File: src/rtl/conv5x5_ctrl.sv
// conv5x5_ctrl: loads a 25-tap kernel, streams raster pixels through four line buffers into a
// sliding 5x5 window for an external MAC, and registers the MAC result onto an output stream.
module conv5x5_ctrl #(
    parameter int IMG_W     = 32,
    parameter int IMG_H     = 32,
    parameter int DATA_SIZE = 8
) (
    input  logic                   clk,
    input  logic                   rst,
    input  logic                   start,
    input  logic [DATA_SIZE-1:0]   bias_in,
    input  logic                   relu_en_in,
    input  logic                   k_valid,
    output logic                   k_ready,
    input  logic [DATA_SIZE-1:0]   k_data,
    input  logic                   pix_valid,
    output logic                   pix_ready,
    input  logic [DATA_SIZE-1:0]   pix_data,
    output logic [25*DATA_SIZE-1:0] win_matrix,
    output logic [25*DATA_SIZE-1:0] ker_matrix,
    output logic [DATA_SIZE-1:0]   bias_out,
    output logic                   relu_1_en,
    input  logic [DATA_SIZE-1:0]   mac_dout,
    output logic                   out_valid,
    output logic [DATA_SIZE-1:0]   out_data,
    output logic [4:0]             out_row,
    output logic [4:0]             out_col,
    output logic                   busy,
    output logic                   done
);
    localparam int CW = $clog2(IMG_W);
    localparam int RW = $clog2(IMG_H);

    typedef enum logic [2:0] {IDLE, LOAD_K, RUN, FLUSH, DONE} state_t;

    state_t                 state_q, state_d;
    logic [4:0]             k_cnt_q, k_cnt_d;
    logic [RW-1:0]          row_q, row_d;
    logic [CW-1:0]          col_q, col_d;
    logic [DATA_SIZE-1:0]   ker_q [25];
    logic [DATA_SIZE-1:0]   ker_d [25];
    logic [DATA_SIZE-1:0]   bias_q, bias_d;
    logic                   relu_q, relu_d;
    logic                   k_ready_q, k_ready_d;
    logic                   pix_ready_q, pix_ready_d;
    logic                   busy_q, busy_d;
    logic                   done_q, done_d;
    logic                   pend_q, pend_d;
    logic [4:0]             prow_q, prow_d;
    logic [4:0]             pcol_q, pcol_d;
    logic                   out_valid_q, out_valid_d;
    logic [DATA_SIZE-1:0]   out_data_q, out_data_d;
    logic [4:0]             out_row_q, out_row_d;
    logic [4:0]             out_col_q, out_col_d;
    logic [DATA_SIZE-1:0]   lb_q [4][IMG_W];
    logic [DATA_SIZE-1:0]   win_q [5][5];
    logic                   k_acc, pix_acc, last_col, last_row, win_ok;

    always_comb begin
        k_acc    = state_q == LOAD_K && k_valid;
        pix_acc  = state_q == RUN && pix_valid;
        last_col = col_q == CW'(IMG_W - 1);
        last_row = row_q == RW'(IMG_H - 1);
        win_ok   = row_q >= RW'(4) && col_q >= CW'(4);
        state_d  = state_q;
        k_cnt_d  = k_cnt_q;
        row_d    = row_q;
        col_d    = col_q;
        ker_d    = ker_q;
        bias_d   = bias_q;
        relu_d   = relu_q;
        case (state_q)
            IDLE: begin
                state_d = start ? LOAD_K : IDLE;
                bias_d  = start ? bias_in : bias_q;
                relu_d  = start ? relu_en_in : relu_q;
            end
            LOAD_K: if (k_acc) begin
                ker_d[k_cnt_q] = k_data;
                k_cnt_d        = k_cnt_q == 5'd24 ? '0 : k_cnt_q + 5'd1;
                state_d        = k_cnt_q == 5'd24 ? RUN : LOAD_K;
            end
            RUN: if (pix_acc) begin
                col_d   = last_col ? '0 : col_q + CW'(1);
                row_d   = last_col ? (last_row ? '0 : row_q + RW'(1)) : row_q;
                state_d = last_col && last_row ? FLUSH : RUN;
            end
            FLUSH:   state_d = DONE;
            default: state_d = IDLE;
        endcase
        // The window completed at this edge is seen by the MAC next cycle, so capture one edge later.
        pend_d      = pix_acc && win_ok;
        prow_d      = 5'(row_q - RW'(4));
        pcol_d      = 5'(col_q - CW'(4));
        out_valid_d = pend_q;
        out_data_d  = pend_q ? mac_dout : out_data_q;
        out_row_d   = pend_q ? prow_q : out_row_q;
        out_col_d   = pend_q ? pcol_q : out_col_q;
        k_ready_d   = state_d == LOAD_K;
        pix_ready_d = state_d == RUN;
        busy_d      = state_d != IDLE;
        done_d      = state_q == DONE;
    end

    always_ff @(posedge clk) begin
        if (rst) begin
            state_q     <= IDLE;
            k_cnt_q     <= '0;
            row_q       <= '0;
            col_q       <= '0;
            ker_q       <= '{default: '0};
            bias_q      <= '0;
            relu_q      <= 1'b0;
            k_ready_q   <= 1'b0;
            pix_ready_q <= 1'b0;
            busy_q      <= 1'b0;
            done_q      <= 1'b0;
            pend_q      <= 1'b0;
            prow_q      <= '0;
            pcol_q      <= '0;
            out_valid_q <= 1'b0;
            out_data_q  <= '0;
            out_row_q   <= '0;
            out_col_q   <= '0;
        end else begin
            state_q     <= state_d;
            k_cnt_q     <= k_cnt_d;
            row_q       <= row_d;
            col_q       <= col_d;
            ker_q       <= ker_d;
            bias_q      <= bias_d;
            relu_q      <= relu_d;
            k_ready_q   <= k_ready_d;
            pix_ready_q <= pix_ready_d;
            busy_q      <= busy_d;
            done_q      <= done_d;
            pend_q      <= pend_d;
            prow_q      <= prow_d;
            pcol_q      <= pcol_d;
            out_valid_q <= out_valid_d;
            out_data_q  <= out_data_d;
            out_row_q   <= out_row_d;
            out_col_q   <= out_col_d;
        end
    end

    // Line buffers and window carry no reset: their contents are only observed once refilled.
    always_ff @(posedge clk) begin
        if (pix_acc) begin
            for (int r = 0; r < 5; r++)
                for (int c = 0; c < 4; c++)
                    win_q[r][c] <= win_q[r][c+1];
            win_q[0][4]    <= lb_q[3][col_q];
            win_q[1][4]    <= lb_q[2][col_q];
            win_q[2][4]    <= lb_q[1][col_q];
            win_q[3][4]    <= lb_q[0][col_q];
            win_q[4][4]    <= pix_data;
            lb_q[3][col_q] <= lb_q[2][col_q];
            lb_q[2][col_q] <= lb_q[1][col_q];
            lb_q[1][col_q] <= lb_q[0][col_q];
            lb_q[0][col_q] <= pix_data;
        end
    end

    always_comb begin
        win_matrix = '0;
        ker_matrix = '0;
        for (int e = 0; e < 25; e++) begin
            win_matrix[DATA_SIZE*(25-e)-1 -: DATA_SIZE] = win_q[e/5][e%5];
            ker_matrix[DATA_SIZE*(25-e)-1 -: DATA_SIZE] = ker_q[e];
        end
    end

    assign k_ready   = k_ready_q;
    assign pix_ready = pix_ready_q;
    assign bias_out  = bias_q;
    assign relu_1_en = relu_q;
    assign out_valid = out_valid_q;
    assign out_data  = out_data_q;
    assign out_row   = out_row_q;
    assign out_col   = out_col_q;
    assign busy      = busy_q;
    assign done      = done_q;
endmodule

File: config.mk
export PLATFORM = sky130hd
export DESIGN_NAME = conv5x5_ctrl
export DESIGN_NICKNAME = d
export VERILOG_FILES = /design/src/rtl/conv5x5_ctrl.sv
export SDC_FILE = /design/constraint.sdc
export NUM_CORES = 1
export LEC_CHECK = 0
export CAP_MARGIN = 20
export CORE_UTILIZATION = 40
export CTS_BUF_LIST = sky130_fd_sc_hd__clkbuf_8
export DETAILED_ROUTE_END_ITERATION = 10
export GPL_ROUTABILITY_DRIVEN = 0
export GPL_TIMING_DRIVEN = 0
export HOLD_SLACK_MARGIN = 0.12
export SETUP_SLACK_MARGIN = 0.2
export SLEW_MARGIN = 15
export SYNTH_ARGS = -nofsm -noshare
export SYNTH_HDL_FRONTEND = slang
export SYNTH_SLANG_ARGS = --single-unit
File: constraint.sdc
create_clock -name clk -period 15.6 [get_ports clk]
set_clock_uncertainty 0.15 [all_clocks]
set_input_delay 2.34 -clock clk [delete_from_list [all_inputs] [get_ports clk]]
set_output_delay 2.34 -clock clk [all_outputs]
set_load 0.005 [all_outputs]
==> impl_metrics.csv, run 1 <==
group,metric,value,unit
synthesis,number_of_enable_flip_flop_cells_after_synthesis,1224,
route,detail_route.iter0.violations,3631,
sta,finalHoldViolCount,0,
critical_path,critPathRequiredTime,16.09,ns
synthesis,yosys-mux-area-fraction,0.132,
synthesis,yosys_warnings,0,
sta,worst_slack,10.12,ns
final_layout,drive_gt1_frac,0.134,
grt,antenna_found_initial,3,
place,placement.setup.worst_slack,9.15,ns
grt,grt_max_degree,104,
sta,max_freq,183,MHz
clocking,clock-root-buffer,"sky130_fd_sc_hd__clkbuf_8",
sta,tns,0,ns
route,drt.antenna.violating_nets,0,
clocking,worst_skew_pair.late_latency,0.97,ns
outcome,run_status,"completed",
synthesis,synthesized_area_fraction_occupied_by_ao_oa_aoi_and_oai_cells,0.0338,
grt,grt_usage,0.243,
synthesis,post-synth-top-area-fraction,0.671,
clocking,clock_sinks,1485,
final_layout,area_delta_synth_final,24.0,%
sta,relative_slew_slack,0.229,
synthesis,synthTopCellsByArea,"sky130_fd_sc_hd__edfxtp_1 67%, sky130_fd_sc_hd__mux2i_1 13%, sky130_fd_sc_hd__dfxtp_1 9.5%, sky130_fd_sc_hd__o22ai_1 2.9%, sky130_fd_sc_hd__nor2_1 1.7%",
floorplan,chipHeight,372,microns
sta,timing.final.crit_period,5.48,ns
floorplan,num_rows,135,
grt,grt_pass1_wl,234,mm
sta,tightest_slew,1.16,ns
grt,first_global_vias,30900,
clocking,cts_max_level,4,
grt,global_route.overflow_total,0,
synthesis,syn_inst,3225,
final_layout,most_frequent_cells_in_the_layout,"1,224 x sky130_fd_sc_hd__edfxtp_1, 722 x sky130_fd_sc_hd__mux2i_1, 459 x sky130_fd_sc_hd__clkdlybuf4s50_1",
route,vias,32900,
route,totalWireLength,172,mm
final_layout,final_common_cell,"sky130_fd_sc_hd__edfxtp_1",
synthesis,synth_area,54800,sq um
clocking,clock_tree_from_tritoncts,"done",
route,detail_route.drc_violations,0,
power,leakagePower,23.0,nW
sta,rsz_0062_raised_after_global_routing,"no",
final_layout,count_of_nets_after_finishing,4075,
power,peakVddDrop,0.0660,mV
synthesis,synth_cell_type_count,49,
synthesis,async_flop_share,0,
critical_path,endpoint_kind,"flop",
place,final_hpwl_dp,112,mm
min_path,min-delay-start,"win_q[0][106]",
clocking,clkSlewWorstSetupHoldPaths,0.06,ns
sta,fin_crit_sh,0.351,
synthesis,synth.avg_cell_area,17.0,sq um
power,power.density,108,nW/um^2
synthesis,synth_sequential_area_ratio,0.767,
synthesis,synth.largest_area_cell,"sky130_fd_sc_hd__edfxtp_1",
synthesis,yosys_most_used_dff,"sky130_fd_sc_hd__edfxtp_1",
min_path,worst_hold_path_type,"flop to flop",
floorplan,die_width,372,microns
route,via_per_inst,5.49,
clocking,hold_buffers,0,
route,drt_pass1_iterations,6,
synthesis,yosys_register_bits,1485,
clocking,postCtsSetupRepairBufs,0,
critical_path,maximum_net_fanout_on_the_critical_path,58,
job,max_cap_check_violation_count,0,
floorplan,placeableCoreArea,136000,sq um
synthesis,area_share_of_and_or_nand_nor_cells_after_synthesis,0.0436,
clocking,post_cts.resized_instances,0,
route,route.detailed.wl_per_inst,28.8,microns
critical_path,start_kind,"input pin",
place,portBuffers,460,
floorplan,fp.dieArea,138000,sq um
critical_path,timing.rr.start,"col_q[1]",
sta,drv_slew,0,
synthesis,synth_top_family_by_area,"multiplexers",
critical_path,crit_path_start,"pix_valid",
synthesis,synthesis.nets,3281,
floorplan,io-pin-count,470,
synthesis,synth-xor-area-share,0.000960,
floorplan,effective_utilization_at_floorplan,0.404,
clocking,max-clock-path-buffers,3,
synthesis,synthAdderAreaFrac,0.00411,
clocking,numCtsBuffers,235,
critical_path,worst_ep_arrival_time,5.97,ns
critical_path,timing_worst_setup_path_type,"input pin to flop",
sta,finalSetupViolCount,0,
## kinds of logic (layout without fill, tap and decap cells)
group,Yosys count,count (layout)
AOI/OAI and AO/OA,300,300
xor gates and xnor gates,6,6
adders and majority gates,18,18
buffers and inverters,211,1184
DFF,1485,1485
muxes,722,722
other,0,2
and+or+nand+nor,483,483
## area by class of cell
cell class | count | area [sq um]
fillers | 11400 | 67700
flip-flops and latches | 1485 | 42000
multi-input cells | 1529 | 12000
repair buffers | 557 | 6410
clock buffers | 245 | 3370
well taps | 1781 | 2230
plain buffers | 199 | 996
clock inverters | 171 | 855
inverters | 12 | 45.0
diodes | 2 | 5.00
## layer usage
metal,GRT usage,wire (microns),part of all wire,vias to the layer above
li1,-,-,-,14100
met1,0.313,66900,0.39,16600
met2,0.391,81300,0.47,1816
met3,0.0635,17800,0.10,348
met4,0.0926,6240,0.036,2
met5,0,13,0.000076,-
## critical path: stages
cell and delay (ns):
sky130_fd_sc_hd__clkdlybuf4s50_1 0.47, sky130_fd_sc_hd__nand4bb_1 0.09, sky130_fd_sc_hd__buf_2 0.20, sky130_fd_sc_hd__inv_2 0.10, sky130_fd_sc_hd__buf_8 0.36, sky130_fd_sc_hd__buf_16 0.31
sky130_fd_sc_hd__nand2_1 0.52, sky130_fd_sc_hd__nor3_2 0.97, sky130_fd_sc_hd__buf_4 0.35, sky130_fd_sc_hd__buf_4 0.23
## flip-flops by register name, summed over array words and instances, names as in the netlist, 3 cells and up
name	cells
out_col	5
lb_q	1024
col_q	5
pcol_q	5
state_q	3
out_row	5
ker_matrix	200
win_q	200
out_data	8
bias_out	8
prow_q	5
row_q	5
k_cnt_q	5
## report_power, final
| group | switching [mW] | internal, mW | total (mW) |
|---|---|---|---|
| clock | 1.51 | 1.52 | 3.04 |
| sequential | 0.00243 | 4.25 | 4.25 |
| combinational | 0.0503 | 0.0233 | 0.0736 |
| total | 1.57 | 5.79 | 7.36 |
## synth_stat cells (7+ instances only)
master,number
sky130_fd_sc_hd__nand2_1,76
sky130_fd_sc_hd__buf_2,101
sky130_fd_sc_hd__edfxtp_1,1224
sky130_fd_sc_hd__ha_1,18
sky130_fd_sc_hd__nand3_2,23
sky130_fd_sc_hd__inv_1,11
sky130_fd_sc_hd__clkbuf_1,78
sky130_fd_sc_hd__nand3_1,9
sky130_fd_sc_hd__nor3_1,9
sky130_fd_sc_hd__o22ai_1,256
sky130_fd_sc_hd__dfxtp_1,261
sky130_fd_sc_hd__nand4bb_1,7
sky130_fd_sc_hd__a21oi_1,28
sky130_fd_sc_hd__buf_6,12
sky130_fd_sc_hd__nor2_1,253
sky130_fd_sc_hd__nor4_1,66
sky130_fd_sc_hd__mux2i_1,722
## stage by stage
stage                     cell area [sq um]   util  instances  hold slack (ns)  total power, mW
after floorplan                       54800      -       3225            0.290             4.36
after global routing                  67900  0.500       5980            0.296             7.58
final                                 67900  0.501       5981            0.272             7.36
after detailed placement              63500  0.468       5552            0.280             4.40
after global placement                61600  0.454       5466            0.277             4.40
after CTS                             67700  0.499       5968            0.286             7.41
## final timing paths
| check | endpoint | slack [ns] | cells past startpoint |
|---|---|---|---|
| setup reg to reg | lb_q[2][119] | 11.14 | 8 |
| hold / removal | win_q[0][114] | 0.27 | 0 |
| setup / recovery | lb_q[1][157] | 10.12 | 10 |
| hold reg to reg | win_q[0][114] | 0.27 | 0 |
No activity file was read; power rests on OpenSTA's default activity.
==> run 2: changes to the inputs <==
==> constraint.sdc (replaced) <==
create_clock -name clk -period 5.3 [get_ports clk]
set_clock_uncertainty 0.15 [all_clocks]
set_input_delay 0.795 -clock clk [delete_from_list [all_inputs] [get_ports clk]]
set_output_delay 0.795 -clock clk [all_outputs]
set_load 0.005 [all_outputs]
==> run 2 against run 1 <==
Net effect: cell count hardly changed; sequential power rose to 2.9 times the previous value; combinational power grew to 3.0 times the previous value; sequential share of layout area about the same; die area stayed put; register-to-register slack got worse by 10 ns; critical endpoint is now lb_q[2][17]; via count is 0.25% higher; power grew to 2.9 times the previous value; clock-buffer cell count down 5; critical path type is now flop to flop.
==> impl_metrics.csv, run 2 (synthesis gave the netlist of run 1 again) <==
group,metric,value,unit
power,power.density,319,nW/um^2
sta,tightest_slew,1.14,ns
sta,relative_slew_slack,0.238,
route,totalWireLength,171,mm
sta,rsz_0062_raised_after_global_routing,"no",
clocking,post_cts.resized_instances,0,
final_layout,final_common_cell,"sky130_fd_sc_hd__edfxtp_1",
critical_path,start_kind,"flop",
place,placedCellCount,5540,
route,drt_pass1_iterations,6,
route,detail_route.drc_violations,0,
grt,first_global_vias,31200,
route,via_per_inst,5.51,
final_layout,count_of_nets_after_finishing,4065,
critical_path,cp.buffers_inverters,3,
critical_path,critPathRequiredTime,5.59,ns
grt,grt_usage,0.243,
critical_path,maximum_net_fanout_on_the_critical_path,33,
sta,drv_slew,0,
job,max_cap_check_violation_count,0,
floorplan,num_rows,135,
critical_path,critical_path.most_common_cell,"sky130_fd_sc_hd__buf_2",
min_path,worst_hold_path_type,"input pin to flop",
grt,grt_pass1_wl,235,mm
final_layout,final_non_filler_cells,5977,
final_layout,design_area,67900,sq um
clocking,max-clock-path-buffers,3,
final_layout,drive_gt1_frac,0.133,
clocking,clkSlewWorstSetupHoldPaths,0.06,ns
floorplan,io-pin-count,470,
final_layout,final.fill_count,11400,
power,peakVddDrop,0.261,mV
sta,max_freq,223,MHz
clocking,clock-root-buffer,"sky130_fd_sc_hd__clkbuf_8",
final_layout,largest_register_ffs,1024,
clocking,numCtsBuffers,231,
sta,fin_crit_sh,0.844,
floorplan,fp.dieArea,138000,sq um
critical_path,timing.critical_path.depth,7,
critical_path,timing.critical_path.slowest_cell_delay,0.75,ns
critical_path,rr_worst_depth,7,
power,leakagePower,22.9,nW
final_layout,top_reg_by_flops,"lb_q",
grt,global_route.overflow_total,0,
critical_path,endpoint_kind,"flop",
critical_path,worst_ep_arrival_time,4.76,ns
critical_path,critical-path-top-delay-family,"buffers and inverters",
grt,grt_max_degree,106,
sta,finalHoldViolCount,0,
critical_path,timing_worst_setup_path_type,"flop to flop",
clocking,worst_skew_pair.late_latency,0.95,ns
route,drt.antenna.violating_nets,0,
clocking,clock_sinks,1485,
final_layout,most_frequent_cells_in_the_layout,"1,224 x sky130_fd_sc_hd__edfxtp_1, 722 x sky130_fd_sc_hd__mux2i_1, 457 x sky130_fd_sc_hd__clkdlybuf4s50_1",
sta,finalSetupViolCount,0,
min_path,holdPathStages,1,
sta,timing.final.crit_period,4.47,ns
floorplan,effective_utilization_at_floorplan,0.404,
clocking,clock_tree_from_tritoncts,"done",
route,vias,32900,
critical_path,crit_path_top_delay_cell,"sky130_fd_sc_hd__clkbuf_1",
route,route.detailed.wl_per_inst,28.7,microns
floorplan,placeableCoreArea,136000,sq um
clocking,cts_max_level,4,
outcome,run_status,"completed",
final_layout,area_delta_synth_final,24.0,%
floorplan,chipHeight,372,microns
place,final_hpwl_dp,112,mm
place,placement.cell_area,63400,sq um
critical_path,path_cells,"buf_2, nand4bb_1, clkbuf_1, buf_2, o22ai_1, nor4_1, nand2_1",
grt,antenna_found_initial,4,
route,detail_route.iter0.violations,3682,
floorplan,die_width,372,microns
place,portBuffers,460,
==> run 2: cell types whose count changed in the layout (fill, tap and decap cells not counted), sizes merged <==
cell           change
clkbuf             -5
clkdlybuf4s50      -2
dlygate4sd3        +8
inv               -19
buf               -12
diode              +1
clkinv            +26
clkinvlp           -1
==> run 2: final cells by class <==
| class | count | area, sq um | area share |
|---|---|---|---|
| inverter | 12 | 45.0 | 0.000663 |
| tap | 1781 | 2230 | 0.0328 |
| clock buffer | 240 | 3300 | 0.0487 |
| sequential | 1485 | 42000 | 0.618 |
| timing repair buffer | 551 | 6370 | 0.0939 |
| buffer | 199 | 996 | 0.0147 |
| clock inverter | 177 | 938 | 0.0138 |
| multi-input combinational | 1529 | 12000 | 0.177 |
| antenna | 3 | 7.51 | 0.000111 |
==> run 2: path summary, 6_finish.rpt <==
| path | slack (ns) | endpoint | from |
|---|---|---|---|
| max reg2reg | 0.83 | lb_q[2][17] | col_q[3] |
| max | 0.83 | lb_q[2][17] | col_q[3] |
| min | 0.26 | lb_q[0][197] | pix_data[5] |
| min reg2reg | 0.29 | win_q[0][102] | win_q[0][94] |
==> run 2: timing repair <==
item / 4_1_cts / 5_1_grt
buffers inserted: 0 / 0
hold endpoints to repair: 32 / 0
hold buffers: 8 / 0
==> run 2: report_power, final <==
group / switching [mW] / leakage (nW) / internal (mW)
clock: 4.49 / 2.50 / 4.44
sequential: 0.00736 / 13.1 / 12.5
combinational: 0.148 / 7.31 / 0.0700
==> run 2: per-stage QoR <==
step	hold WS (ns)	setup slack (ns)	utilization	TNS, ns	total power [mW]
floorplan	0.290	0.278	-	0	12.8
global placement	0.277	-4.04	0.454	-3632.42	13.0
detailed placement	0.280	0.692	0.468	0	13.0
CTS	0.177	0.700	0.499	0	21.8
global route	0.224	0.759	0.501	0	22.3
finish	0.261	0.826	0.501	0	21.6
==> run 2: per-layer routing <==
metal  track usage  share of wire  routed length, microns  vias to the layer above
met3        0.0574          0.095                   16200                      317
met1         0.319           0.40                   68100                    16800
met5             0              0                       0                        -
li1              -              -                       -                    14100
met4        0.0990          0.039                    6700                        0
met2         0.388           0.47                   80400                     1712
